<file path="src/rtl/data_mem_arbiter_pkg.sv">
// Shared types and constants for the two-port data-memory arbiter.
// Word alignment is tested with ALIGN_MASK against the low address bits.
package data_mem_arbiter_pkg;

    localparam int DATA_W_DEF = 32;
    localparam int ADDR_W_DEF = 32;

    localparam logic [1:0] ALIGN_MASK = 2'b11;

    typedef enum logic [1:0] {
        ST_IDLE   = 2'b00,
        ST_ACCESS = 2'b01,
        ST_RESP   = 2'b10
    } state_e;

    function automatic logic is_aligned(input logic [1:0] addr_lo);
        return (addr_lo & ALIGN_MASK) == 2'b00;
    endfunction

endpackage

</file>
<file path="src/rtl/data_mem_arbiter_rr_arb2.sv">
// Two-way round-robin pick: on a tie the port that was not granted last wins.
// last_i holds the index of the most recently served port.
module rr_arb2
    import data_mem_arbiter_pkg::*;
(
    input  logic [1:0] valid_i,
    input  logic       last_i,
    output logic [1:0] grant_o
);

    // One-hot grant selection
    always_comb begin
        grant_o = 2'b00;
        case (valid_i)
            2'b01:   grant_o = 2'b01;
            2'b10:   grant_o = 2'b10;
            2'b11:   grant_o = last_i ? 2'b01 : 2'b10;
            default: grant_o = 2'b00;
        endcase
    end

endmodule

</file>
<file path="src/rtl/data_mem_arbiter.sv">
// Arbitrates two requesters onto a single data memory with combinational read.
// Each transaction runs IDLE (grant) -> ACCESS (memory cycle) -> RESP (strobe).
module data_mem_arbiter
    import data_mem_arbiter_pkg::*;
#(
    parameter int DATA_W = DATA_W_DEF,
    parameter int ADDR_W = ADDR_W_DEF
) (
    input  logic              clk,
    input  logic              rst,
    input  logic              req0_valid,
    output logic              req0_ready,
    input  logic              req0_we,
    input  logic [ADDR_W-1:0] req0_addr,
    input  logic [DATA_W-1:0] req0_wdata,
    input  logic              req1_valid,
    output logic              req1_ready,
    input  logic              req1_we,
    input  logic [ADDR_W-1:0] req1_addr,
    input  logic [DATA_W-1:0] req1_wdata,
    output logic              rsp0_valid,
    output logic [DATA_W-1:0] rsp0_rdata,
    output logic              rsp0_err,
    output logic              rsp1_valid,
    output logic [DATA_W-1:0] rsp1_rdata,
    output logic              rsp1_err,
    output logic              mem_we,
    output logic [ADDR_W-1:0] mem_a,
    output logic [DATA_W-1:0] mem_wd,
    input  logic [DATA_W-1:0] mem_rd
);

    state_e            state_q, state_d;
    logic              we_q, we_d;
    logic [ADDR_W-1:0] addr_q, addr_d;
    logic [DATA_W-1:0] wdata_q, wdata_d;
    logic [DATA_W-1:0] rdata_q, rdata_d;
    logic              port_q, port_d;
    logic              last_q, last_d;

    logic [1:0]        valid_s;
    logic [1:0]        grant_s;
    logic              hs_s;
    logic              aligned_s;

    assign valid_s   = {req1_valid, req0_valid};
    assign aligned_s = is_aligned(addr_q[1:0]);
    // Gating with rst keeps ready low while reset is held, even though state is IDLE.
    assign hs_s      = (state_q == ST_IDLE) && rst && (grant_s != 2'b00);

    rr_arb2 u_rr_arb2 (
        .valid_i (valid_s),
        .last_i  (last_q),
        .grant_o (grant_s)
    );

    // State and datapath registers
    always_ff @(posedge clk or negedge rst) begin
        if (!rst) begin
            state_q <= ST_IDLE;
            we_q    <= 1'b0;
            addr_q  <= {ADDR_W{1'b0}};
            wdata_q <= {DATA_W{1'b0}};
            rdata_q <= {DATA_W{1'b0}};
            port_q  <= 1'b0;
            last_q  <= 1'b1;
        end else begin
            state_q <= state_d;
            we_q    <= we_d;
            addr_q  <= addr_d;
            wdata_q <= wdata_d;
            rdata_q <= rdata_d;
            port_q  <= port_d;
            last_q  <= last_d;
        end
    end

    // Next-state logic
    always_comb begin
        state_d = state_q;
        case (state_q)
            ST_IDLE: begin
                if (hs_s) begin
                    state_d = ST_ACCESS;
                end else begin
                    state_d = ST_IDLE;
                end
            end
            ST_ACCESS: state_d = ST_RESP;
            ST_RESP:   state_d = ST_IDLE;
            default:   state_d = ST_IDLE;
        endcase
    end

    // Request latch, read capture and last-grant pointer next values
    always_comb begin
        we_d    = we_q;
        addr_d  = addr_q;
        wdata_d = wdata_q;
        rdata_d = rdata_q;
        port_d  = port_q;
        last_d  = last_q;
        if (hs_s) begin
            we_d    = grant_s[1] ? req1_we    : req0_we;
            addr_d  = grant_s[1] ? req1_addr  : req0_addr;
            wdata_d = grant_s[1] ? req1_wdata : req0_wdata;
            port_d  = grant_s[1];
        end else begin
            port_d  = port_q;
        end
        // Writes and misaligned accesses return zero data.
        if (state_q == ST_ACCESS) begin
            rdata_d = (!we_q && aligned_s) ? mem_rd : {DATA_W{1'b0}};
        end else begin
            rdata_d = rdata_q;
        end
        if (state_q == ST_RESP) begin
            last_d = port_q;
        end else begin
            last_d = last_q;
        end
    end

    // Output decode
    always_comb begin
        req0_ready = 1'b0;
        req1_ready = 1'b0;
        mem_we     = 1'b0;
        mem_a      = {ADDR_W{1'b0}};
        mem_wd     = {DATA_W{1'b0}};
        rsp0_valid = 1'b0;
        rsp0_rdata = {DATA_W{1'b0}};
        rsp0_err   = 1'b0;
        rsp1_valid = 1'b0;
        rsp1_rdata = {DATA_W{1'b0}};
        rsp1_err   = 1'b0;
        case (state_q)
            ST_IDLE: begin
                if (hs_s) begin
                    req0_ready = grant_s[0];
                    req1_ready = grant_s[1];
                end else begin
                    req0_ready = 1'b0;
                    req1_ready = 1'b0;
                end
            end
            ST_ACCESS: begin
                mem_we = we_q && aligned_s;
                mem_a  = addr_q;
                mem_wd = wdata_q;
            end
            ST_RESP: begin
                if (port_q) begin
                    rsp1_valid = 1'b1;
                    rsp1_rdata = rdata_q;
                    rsp1_err   = !aligned_s;
                end else begin
                    rsp0_valid = 1'b1;
                    rsp0_rdata = rdata_q;
                    rsp0_err   = !aligned_s;
                end
            end
            default: begin
                mem_we = 1'b0;
            end
        endcase
    end

endmodule

</file>
<file path="config.mk">
export PLATFORM = sky130hd
export DESIGN_NAME = data_mem_arbiter
export DESIGN_NICKNAME = d
export VERILOG_FILES = /design/src/rtl/data_mem_arbiter_pkg.sv /design/src/rtl/data_mem_arbiter_rr_arb2.sv /design/src/rtl/data_mem_arbiter.sv
export SDC_FILE = /design/constraint.sdc
export NUM_CORES = 1
export LEC_CHECK = 0
export CAP_MARGIN = 20
export CORE_MARGIN = 3
export CORE_UTILIZATION = 35
export DETAILED_ROUTE_END_ITERATION = 6
export PLACE_DENSITY_LB_ADDON = 0.05
export SYNTH_ARGS = -nofsm -noshare
export SYNTH_HDL_FRONTEND = slang
export SYNTH_SLANG_ARGS = --single-unit
</file>
<file path="constraint.sdc">
create_clock -name clk -period 1.8 [get_ports clk]
set_input_delay 0.54 -clock clk [delete_from_list [all_inputs] [get_ports clk]]
set_output_delay 0.54 -clock clk [all_outputs]
set_load 0.01 [all_outputs]
</file>
# Yosys cells after proc, flatten, opt, wreduce, memory -nomap -nowiden
# Index checks and enable logic that the tools add are counted.
# Widths: inputs -> output; s select.
# totals
register_bits	101
inputBits	166
out_inout_bits	135
elab_cells	48
# classes
n_eq_ne	5
muxes	27
n_reduce_logical	9
# op_table
cell	n
$mux 32	9
$mux 1	15
$eq 2x2->1 const B	3
$pmux 2 s3	1
$eq 2x1->1 const B	2
$logic_and 1x1->1	4
$logic_not 2->1	2
$pmux 2 s2	1
$logic_not 1->1	2
$mux 2	1
$reduce_bool 2->1	1

# Logic depth before layout (Yosys ltp)
# Gate-level depths: netlist (run 1).
# logic_depth
depth_word	6
mapped_depth	6
mapped_depth_nobuf	4

# By module
# A second synthesis (run 1) with hierarchy kept.
# hier_totals
cells_unflattened	445
hier_area_um2	5592.9
# modules_own_cells
module	instances	cells_each	area_per_inst_um2	seq_area_each_um2
data_mem_arbiter	1	442	5574.1	2528.7
rr_arb2	1	3	18.8	0.0

# Least setup slack after synthesis (run 1)
# No wires, ideal clock.
# synth_timing
kind	input port to output port
startpoint	input req1_valid
endpoint	output req0_ready
arrival_ns	1.357
t_required_ns	1.260
setup_slack_ns	-0.097
cell_stages	5
n_path_buf	3
path_cell_list	a21bo_2 buf_2 buf_4 buf_2 and2_1
# synth_via
elab_chain_cells	6
elab_cells_between_ends	8
cone_classes	eq/ne (3); mux (3); reduce/logical (2)
# synth_lines
element	line_no	source
from (decl)	data_mem_arbiter.sv:16	input logic req1_valid,
$eq 2x2->1 or $eq 2x1->1 (tied branches)	data_mem_arbiter_rr_arb2.sv:14	case (valid_i)
$pmux 2 s3 (*)	data_mem_arbiter_rr_arb2.sv:14	
$reduce_bool 2->1	data_mem_arbiter.sv:49	assign hs_s = (state_q == ST_IDLE) && rst && (grant_s != 2'b00);
$logic_and 1x1->1	data_mem_arbiter.sv:49	
$mux 1 (*)	data_mem_arbiter.sv:139	if (hs_s) begin
$mux 1 (*)	data_mem_arbiter.sv:137	case (state_q)
to (decl)	data_mem_arbiter.sv:12	output logic req0_ready,
# Every way passes the cells marked *; elsewhere a longest branch is shown, timed or not.

# Worst setup path in the final report (run 1)
# layout_timing
startpoint	register state_q[0]
endpoint	output rsp1_rdata[13]
# layout_via
elab_chain_cells	2
# layout_lines
element	line_no	source
from (decl)	data_mem_arbiter.sv:33	state_e state_q, state_d;
from (signal assigned)	data_mem_arbiter.sv:68	state_q <= state_d;
$eq 2x2->1	data_mem_arbiter.sv:137	
$mux 32	data_mem_arbiter.sv:137	
to (decl)	data_mem_arbiter.sv:25	output logic [DATA_W-1:0] rsp1_rdata,
# No other way between the ends.

==> results of run 1 <==
==> power by group <==
| part | switching [uW] | leakage [uW] | internal [uW] |
|---|---|---|---|
| combinational | 1340 | 0.00299 | 2010 |
| clock | 836 | 0.000143 | 1110 |
| sequential | 320 | 0.00119 | 2770 |
| total | 2500 | 0.00433 | 5900 |
==> logic make-up (layout without fill, tap and decap cells) <==
family | count (synthesis) | count (layout) | synth area share [%]
mux | 1 | 1 | 0.1944
simple gates | 141 | 141 | 17.30
flops | 101 | 101 | 49.10
compound gates | 165 | 165 | 27.99
buf+inv | 60 | 386 | 5.418
==> cells in the final DEF (no fill, tap or decap), drive strengths merged <==
| cell type | instances |
|---|---|
| a22o | 32 |
| dlymetal6s2s | 1 |
| nor2 | 4 |
| clkinvlp | 1 |
| clkinv | 3 |
| mux2i | 1 |
| nor3b | 1 |
| a21o | 1 |
| and2 | 129 |
| clkdlybuf4s50 | 162 |
| buf | 193 |
| clkbuf | 21 |
| o32ai | 65 |
| a21bo | 1 |
| a2bb2oi | 65 |
| dlygate4sd2 | 1 |
| o21ai | 1 |
| nor4 | 1 |
| dfstp | 1 |
| inv | 3 |
| bufinv | 1 |
| dfrtp | 100 |
| nor3 | 2 |
| and3 | 1 |
| nand2b | 2 |
| nor2b | 1 |
==> registers in the layout (all words and copies together) (netlist names) <==
register and cells:
port_q 1, state_q 2, last_q 1, rdata_q 32, wdata_q 32, we_q 1, addr_q 32
==> through the flow <==
stage | power [uW] | cells | TNS [ns]
6_report | 8396 | 974 | -38.02
5_1_grt | 8800 | 974 | -48.26
4_1_cts | 7882 | 959 | -36.67
3_5_place_dp | 5687 | 923 | -85.94
3_3_place_gp | 5632 | 923 | -76.63
2_1_floorplan | 4323 | 468 | -0.003152
==> area by class of cell <==
type / count / area (um^2) / area share [%]
Multi-Input combinational cell: 307 / 2766 / 28.04
Clock inverter: 4 / 47.55 / 0.4819
Clock buffer: 12 / 246.5 / 2.498
Inverter: 4 / 27.53 / 0.2790
Tap cell: 180 / 225.2 / 2.283
Sequential cell: 101 / 2529 / 25.63
Timing Repair Buffer: 366 / 4024 / 40.79
==> worst max-delay path, stage by stage (launching register included) <==
cell	delay (ns)
dfrtp_1	0.39
nand2b_4	0.18
nor2_4	0.15
buf_6	0.14
buf_12	0.11
buf_12	0.11
and2_4	0.14
buf_6	0.09
==> layer usage <==
| metal | part of all wire (%) | wire length, um |
|---|---|---|
| met1 | 39 | 8260 |
| met2 | 52 | 11010 |
| met3 | 6.9 | 1461 |
| met4 | 2.3 | 488 |
| met5 | 0 | 0 |
==> worst max path at each step <==
stage               depth (start not counted)                  from  slack, ns        endpoint
floorplan                                   5            req1_valid     -0.003      req0_ready
global placement                            4            req1_valid      -0.64      req0_ready
detailed placement                          4            req1_valid      -0.68      req0_ready
CTS                                         7  state_q[0]$_DFF_PN0_      -0.38   rsp1_rdata[2]
global route                                7  state_q[0]$_DFF_PN0_      -0.45      req0_ready
finish                                      7  state_q[0]$_DFF_PN0_      -0.39  rsp1_rdata[13]
==> repair_timing <==
action                     4_1_cts  5_1_grt
buffers inserted                13        7
setup endpoints to repair      202      201
resized for setup              656      172
pin swaps                       32       56
gates cloned                     7       11
==> flow_metrics.env, run 1 <==
export IMPL_final_nets=955
export IMPL_violations="negative setup slack"
export IMPL_rr_worst_depth=8
export IMPL_required_ns=1.26
export IMPL_layout_setup_ws_ns=-0.3912
export IMPL_arrival_ns=1.65
export IMPL_grt_max_degree=68
export IMPL_synthMostInstantiatedCell="and2_1"
export IMPL_syn_nets=634
export IMPL_antenna_found_initial=0
export IMPL_totalWireLength_um=21220
export IMPL_hold_viol_final=0
export IMPL_design_area_um2=9866
export IMPL_final_util_pct=69.72
export IMPL_clk_latency_ns=0.34
export IMPL_io_buffer_count=300
export IMPL_min_period_over_period_pct=121.7
export IMPL_num_fill_cells=1030
export IMPL_grt_busiest_layer="met2"
export IMPL_netlist_instances=468
export IMPL_initialDrtViolationCount=231
export IMPL_place_area_um2=8488
export IMPL_worstSetupEndpointType="output pin"
export IMPL_ys_ff_latch=101
export IMPL_cts_tree="done"
export IMPL_syn_to_final_growth_pct=91.57
export IMPL_ys_dominant_reg_cell="dfrtp_1"
export IMPL_r2r_slack_ns=0.03
export IMPL_syn_avg_cell_area_um2=11.00
export IMPL_yosysSeqAreaShare_pct=49.10
export IMPL_fp_dieH_um=127.3
export IMPL_die_area_um2=16210
export IMPL_start_util_pct=36.40
export IMPL_cts_path_max_buffers=2
export IMPL_cts_buffers=9
export IMPL_ys_types=25
export IMPL_grt_use_met1_pct=30.08
export IMPL_yosys_warnings=0
export IMPL_overflow=0
export IMPL_synth_largest_area_cell="dfrtp_1"
export IMPL_dp_slack_ns=-0.6774
export IMPL_p_leak_uw=0.004331
export IMPL_setup_violations=135
export IMPL_reg2reg_from="state_q[0]$_DFF_PN0_"
export IMPL_diodes=0
export IMPL_grt_pass1_vias=5387
export IMPL_slew_headroom_pct=52.41
export IMPL_cts_sinks=101
export IMPL_grt_use_met2_pct=40.38
export IMPL_clkSlewWorstSetupHoldPaths_ns=0.07
export IMPL_post_route_min_period_ns=2.191
export IMPL_startpoint_type="flop"
export IMPL_viasPerCell=5.467
export IMPL_holdWs_ns=0.3100
export IMPL_maxSlewViolCount=0
export IMPL_coreArea_um2=14150
export IMPL_grt_pass1_wl_um=30440
export IMPL_drc_errors=0
export IMPL_maxCapViolations=0
export IMPL_worstSetupPathType="reg -> out"
export IMPL_fmax_mhz=456.4
export IMPL_htreeDepth=3
export IMPL_clockRootBuffer="clkbuf_16"
export IMPL_vias=5325
export IMPL_dr_pass1_iters=4
export IMPL_pin_count=301
export IMPL_async_reset_ff_share_pct=100.0
export IMPL_ant_nets=0
export IMPL_dpl_hpwl_um=12880
export IMPL_tightest_slew_ns=0.7138
export IMPL_grt_use_total_pct=23.87
export IMPL_core_rowCount=43
export IMPL_power_ir_vdd_worst_mv=0.4121
export IMPL_worst_r2r_endpoint="port_q$_DFFE_PN0N_"
export IMPL_die_x_um=127.3
export IMPL_skew_ns=0.008701
export IMPL_synth_edf_count=0
export IMPL_outcome="complete, but fails checks"
export IMPL_p_per_area_nw_per_um2=851.1
export IMPL_hold_class="in -> async"
export IMPL_synth_area_leaders="dfrtp_1, and2_1, a2bb2oi_1"
export IMPL_crit_fanout=5
export IMPL_synthesis_area_um2=5150
export IMPL_drive_gt1_share_pct=43.83
export IMPL_rsz0062_at_grt="yes"
export IMPL_wl_per_cell_um=21.79
export IMPL_place_gp_congestion=0.8302
export IMPL_synth_common_cells="and2_1, dfrtp_1, a2bb2oi_1, o32ai_1, a22o_1"
export IMPL_postCtsHoldBufs=0
export IMPL_synth_top_area_share_pct=48.59
export IMPL_use_met3_pct=5.518
No activity file was read; power rests on OpenSTA's default activity.
==> inputs of run 2 (changes only) <==
--- a/config.mk
+++ b/config.mk
@@ -7,9 +7,10 @@
 export LEC_CHECK = 0
 export CAP_MARGIN = 20
 export CORE_MARGIN = 3
-export CORE_UTILIZATION = 35
+export CORE_UTILIZATION = 36
 export DETAILED_ROUTE_END_ITERATION = 6
 export PLACE_DENSITY_LB_ADDON = 0.05
 export SYNTH_ARGS = -nofsm -noshare
 export SYNTH_HDL_FRONTEND = slang
+export SYNTH_HIERARCHICAL = 1
 export SYNTH_SLANG_ARGS = --single-unit
==> flow_metrics.env, run 2 <==
export IMPL_syn_to_final_growth_pct=74.77
export IMPL_cts_path_max_buffers=2
export IMPL_power_ir_vdd_worst_mv=0.5627
export IMPL_drc_errors=0
export IMPL_r2r_slack_ns=-0.20
export IMPL_place_gp_congestion=0.7660
export IMPL_syn_nets=611
export IMPL_maxSlewViolCount=0
export IMPL_required_ns=1.26
export IMPL_grt_pass1_vias=5094
export IMPL_dr_pass1_iters=4
export IMPL_post_route_min_period_ns=2.098
export IMPL_grt_use_met1_pct=26.88
export IMPL_mostFrequentLayoutCells="clkdlybuf4s50_1, buf_2, and2_1"
export IMPL_dp_slack_ns=-0.6650
export IMPL_min_period_over_period_pct=116.6
export IMPL_antenna_found_initial=0
export IMPL_final_common_cell="clkdlybuf4s50_1"
export IMPL_synthMostInstantiatedCell="and2_1"
export IMPL_grt_use_met2_pct=40.74
export IMPL_syn_avg_cell_area_um2=12.57
export IMPL_coreArea_um2=14860
export IMPL_synth_edf_count=0
export IMPL_grt_max_degree=68
export IMPL_synth_common_cells="and2_1, dfrtp_1, mux2_2"
export IMPL_fmax_mhz=476.7
export IMPL_async_reset_ff_share_pct=100.0
export IMPL_ant_nets=0
export IMPL_reg2reg_from="state_q[1]$_DFF_PN0_"
export IMPL_cts_tree="done"
export IMPL_tightest_slew_ns=0.9047
export IMPL_io_buffer_count=300
export IMPL_hold_viol_final=0
export IMPL_crit_buf_inv=4
export IMPL_initialDrtViolationCount=140
export IMPL_yosysSeqAreaShare_pct=45.21
export IMPL_grt_pass1_wl_um=29530
export IMPL_core_rowCount=44
export IMPL_use_met3_pct=5.447
export IMPL_startpoint_type="flop"
export IMPL_htreeDepth=3
export IMPL_yosys_warnings=6
export IMPL_netlist_instances=445
export IMPL_grt_busiest_layer="met2"
export IMPL_design_area_um2=9774
export IMPL_pin_count=301
export IMPL_synth_largest_area_cell="dfrtp_1"
export IMPL_skew_ns=0.01186
export IMPL_dpl_hpwl_um=12940
export IMPL_hold_class="in -> async"
export IMPL_clkSlewWorstSetupHoldPaths_ns=0.06
export IMPL_final_util_pct=65.76
export IMPL_vias=4793
export IMPL_synth_area_leaders="dfrtp_1, mux2_2, and2_1"
export IMPL_slew_headroom_pct=39.69
export IMPL_worst_r2r_endpoint="addr_q[4]$_DFFE_PN0P_"
export IMPL_place_area_um2=8935
export IMPL_clk_latency_ns=0.35
export IMPL_ys_types=26
export IMPL_rsz0062_at_grt="yes"
export IMPL_layout_setup_ws_ns=-0.2980
export IMPL_overflow=0
export IMPL_cp_common_cell="buf_6"
export IMPL_arrival_ns=1.56
export IMPL_start_util_pct=37.63
export IMPL_outcome="complete, but fails checks"
export IMPL_synthesis_area_um2=5593
export IMPL_setup_violations=201
export IMPL_slowest_delay_ns=0.40
export IMPL_ys_ff_latch=101
export IMPL_ys_dominant_reg_cell="dfrtp_1"
export IMPL_clockRootBuffer="clkbuf_16"
export IMPL_grt_use_total_pct=22.61
export IMPL_die_area_um2=17070
export IMPL_p_per_area_nw_per_um2=1099
export IMPL_cts_buffers=9
export IMPL_top_regs="addr_q x32, rdata_q x32, wdata_q x32"
export IMPL_path_delay_family="buffers and inverters"
export IMPL_final_nets=962
export IMPL_crit_chain="buf_6 > nand2b_4 > nor2_4 > buf_8 > buf_16 > and2_4 > buf_6"
export IMPL_worstSetupPathType="reg -> out"
export IMPL_viasPerCell=4.871
export IMPL_cts_sinks=101
export IMPL_totalWireLength_um=19610
export IMPL_violations="negative setup slack"
export IMPL_wl_per_cell_um=19.93
export IMPL_worstSetupEndpointType="output pin"
export IMPL_die_x_um=130.6
export IMPL_crit_fanout=8
export IMPL_p_leak_uw=0.004707
export IMPL_slowest_stage="dfrtp_1"
export IMPL_drive_gt1_share_pct=49.25
export IMPL_maxCapViolations=0
export IMPL_fp_dieH_um=130.6
export IMPL_synth_top_area_share_pct=44.74
export IMPL_rr_worst_depth=8
export IMPL_diodes=0
## run 2: worst reg2reg max path, stage by stage (launching register included)
cell     delay (ns)
dfrtp_1        0.40
buf_6          0.13
buf_6          0.11
nor3b_4        0.28
buf_4          0.17
o21a_4         0.21
buf_6          0.15
buf_12         0.13
mux2_4         0.31
## run 2: layout make-up
cell class / instances / area (um^2)
multi-input cells: 307 / 3069
inverters: 3 / 18.77
clock inverters: 5 / 75.07
clock buffers: 10 / 239.0
flip-flops and latches: 101 / 2529
repair buffers: 374 / 3613
fillers: 1176 / 5090
well taps: 184 / 230.2
## run 2: kinds of logic after synthesis
| group | synth area share [%] |
|---|---|
| simple gates | 15.86 |
| mux | 28.79 |
| flops | 45.21 |
| compound gates | 5.705 |
| buf+inv | 4.430 |
## run 2: metrics by stage
step / hold WS (ns) / setup TNS (ns) / total power (uW) / std cells
4_1_cts: 0.2523 / -45.18 / 10910 / 987
5_1_grt: 0.2805 / -53.96 / 11340 / 984
3_3_place_gp: 0.4822 / -85.35 / 7739 / 924
6_report: 0.2455 / -41.86 / 10740 / 984
3_5_place_dp: 0.4869 / -91.30 / 7872 / 924
2_1_floorplan: 0.2444 / 0 / 6059 / 445
## run 2: routing by layer
metal,vias to the layer above,routed length [um]
li1,2230,-
met1,2336,7555
met2,204,10260
met3,23,1405
met4,0,392
met5,-,0
## run 2: report_power, final
group	switching, uW	internal (uW)	leakage (uW)
combinational	1710	3080	0.00330
sequential	597	3280	0.00125
clock	832	1240	0.000158
total	3140	7600	0.00471
## run 2: timing repair
action,4_1_cts,5_1_grt
gates cloned,20,3
hold endpoints to repair,0,0
pin swaps,21,5
resized for setup,659,46
buffers inserted,28,10
endpoints found under the setup margin,200,200
hold buffers,0,0
## run 2: worst max path at each step
stage / start / end / slack (ns) / cells past startpoint
final: state_q[1]$_DFF_PN0_ / rsp1_rdata[22] / -0.30 / 7
after global routing: state_q[0]$_DFF_PN0_ / rsp1_rdata[22] / -0.35 / 6
after CTS: state_q[0]$_DFF_PN0_ / rsp0_rdata[30] / -0.34 / 6
after floorplan: req1_valid / req1_ready / 0.03 / 4
after detailed placement: req0_valid / req0_ready / -0.67 / 4
after global placement: req0_valid / req1_ready / -0.64 / 5
==> inputs of run 3 (changes only) <==
==> constraint.sdc (replaced) <==
create_clock -name clk -period 1.8 [get_ports clk]
set_input_delay 0.18 -clock clk [delete_from_list [all_inputs] [get_ports clk]]
set_output_delay 0.18 -clock clk [all_outputs]
set_load 0.01 [all_outputs]
==> flow_metrics.env, run 3 (synthesis gave the netlist of run 2 again) <==
export IMPL_rr_worst_depth=5
export IMPL_cts_path_max_buffers=2
export IMPL_start_util_pct=37.63
export IMPL_diodes=0
export IMPL_startpoint_type="flop"
export IMPL_outcome="completed"
export IMPL_clkSlewWorstSetupHoldPaths_ns=0.07
export IMPL_syn_to_final_growth_pct=62.84
export IMPL_crit_chain="buf_4 > nand2b_4 > inv_8 > bufbuf_16 > and2_1 > buf_2"
export IMPL_min_period_over_period_pct=96.81
export IMPL_drc_errors=0
export IMPL_final_nets=926
export IMPL_grt_max_degree=56
export IMPL_final_common_cell="clkdlybuf4s50_1"
export IMPL_pin_count=301
export IMPL_slowest_delay_ns=0.37
export IMPL_power_ir_vdd_worst_mv=0.5188
export IMPL_p_per_area_nw_per_um2=1083
export IMPL_post_route_min_period_ns=1.743
export IMPL_slowest_stage="dfrtp_1"
export IMPL_antenna_found_initial=0
export IMPL_cts_tree="done"
export IMPL_worstSetupEndpoint="mem_wd[2]"
export IMPL_power_frac_comb_pct=40.5
export IMPL_fmax_mhz=573.8
export IMPL_top_regs="addr_q x32, rdata_q x32, wdata_q x32"
export IMPL_crit_buf_inv=4
export IMPL_startpoint="state_q[0]$_DFF_PN0_"
export IMPL_coreArea_um2=14860
export IMPL_r2r_slack_ns=0.10
export IMPL_dr_pass1_iters=4
export IMPL_netSwitchingPower_uw=2911
export IMPL_clockRootBuffer="clkbuf_16"
export IMPL_slew_headroom_pct=58.96
export IMPL_clk_latency_ns=0.35
export IMPL_totalWireLength_um=17880
export IMPL_dpl_hpwl_um=12680
export IMPL_die_x_um=130.6
export IMPL_overflow=0
export IMPL_grt_use_met1_pct=24.02
export IMPL_drive_gt1_share_pct=46.41
export IMPL_sw_frac_of_total_pct=29.50
export IMPL_hold_viol_final=0
export IMPL_crit_fanout=10
export IMPL_reg2reg_from="state_q[1]$_DFF_PN0_"
export IMPL_maxCapViolations=0
export IMPL_grt_busiest_layer="met2"
export IMPL_grt_use_total_pct=20.57
export IMPL_p_seq_share_pct=39.4
export IMPL_p_leak_uw=0.004306
export IMPL_place_gp_congestion=0.7788
export IMPL_die_area_um2=17070
export IMPL_timing_setup_tns_ns=0
export IMPL_wl_per_cell_um=18.84
export IMPL_worst_r2r_endpoint="addr_q[0]$_DFFE_PN0P_"
export IMPL_maxSlewViolCount=0
export IMPL_setup_violations=0
export IMPL_crit_cells=6
export IMPL_cts_buffers=9
export IMPL_initialDrtViolationCount=174
export IMPL_grt_pass1_wl_um=26970
export IMPL_use_met3_pct=6.951
export IMPL_vias=4617
export IMPL_hold_class="in -> reg"
export IMPL_holdWs_ns=0.4282
export IMPL_worstSetupEndpointType="output pin"
export IMPL_required_ns=1.62
export IMPL_ant_nets=0
export IMPL_grt_pass1_vias=4869
export IMPL_worstSetupPathType="reg -> out"
export IMPL_core_rowCount=44
export IMPL_cts_sinks=101
export IMPL_arrival_ns=1.56
export IMPL_p_int_uw=6955
export IMPL_skew_ns=0.005741
export IMPL_grt_use_met2_pct=36.33
export IMPL_htreeDepth=3
export IMPL_pwr_share_clk_pct=20.1
export IMPL_fp_dieH_um=130.6
export IMPL_mostFrequentLayoutCells="clkdlybuf4s50_1, and2_1, dfrtp_1"
export IMPL_rsz0062_at_grt="yes"
export IMPL_path_delay_family="buffers and inverters"
export IMPL_tightest_slew_ns=0.6157
export IMPL_viasPerCell=4.865
export IMPL_io_buffer_count=300
[run 3: cell count changes in the layout (fill, tap and decap cells not counted), moves of 4 or more]
cell      change
buf_6        -11
buf_16        -6
buf_12        -6
buf_4        -12
buf_8         -4
mux2_2       +33
buf_2        -12
clkbuf_2     +13
mux2_4       -33
[run 3: area by class of cell]
type	count	area, um^2
Clock buffer	11	242.7
Sequential cell	101	2529
Inverter	3	18.77
Tap cell	184	230.2
Fill cell	1259	5757
Timing Repair Buffer	338	3083
Multi-Input combinational cell	307	2944
Clock inverter	5	60.06
[run 3: worst min-delay path by stage]
stage | startpoint | end | slack [ns] | depth (start not counted)
after detailed placement | rst | wdata_q[7]$_DFFE_PN0P_ | 0.34 | 2
final | mem_rd[6] | rdata_q[6]$_DFFE_PN0N_ | 0.43 | 2
after CTS | mem_rd[6] | rdata_q[6]$_DFFE_PN0N_ | 0.41 | 2
after global routing | mem_rd[1] | rdata_q[1]$_DFFE_PN0N_ | 0.42 | 2
after global placement | rst | wdata_q[7]$_DFFE_PN0P_ | 0.33 | 2
after floorplan | rst | addr_q[0]$_DFFE_PN0P_ | -0.12 | 0
[run 3: what timing repair did]
item                                   4_1_cts  5_1_grt
hold buffers                                 1        0
cloned                                       7        1
pin swaps                                    8        6
setup endpoints to repair                  135      162
gates resized for setup                    527       88
endpoints found under the hold margin       46        0
buffers inserted                            11        2
[run 3: power groups by stage]
stage	sequential (uW)	clock, uW	combinational (uW)
after detailed placement	3870	0	3880
after global placement	3840	0	3790
after floorplan	3680	0	2370
final	3890	1990	3990
after CTS	3860	2050	3970
after global routing	4010	2130	4320
[run 3: metal layers]
metal	vias up	routed length (um)	part of all wire [%]
li1	2162	-	-
met1	2239	6693	37
met2	196	9239	52
met3	20	1645	9.2
met4	0	299	1.7
met5	-	0	0
[run 3: per-stage QoR]
step           total power (uW)  instance area (um^2)  setup WS, ns  cells  utilization (%)
6_report                   9866                  9107       0.05736    949            61.27
4_1_cts                    9882                  9012      -0.03455    951            60.63
2_1_floorplan              6051                  5593       0.03702    445                -
5_1_grt                   10470                  9107      -0.01944    949            61.27
3_3_place_gp               7636                  8875       -0.1649    916            59.71
3_5_place_dp               7750                  8875       -0.2050    916            59.71
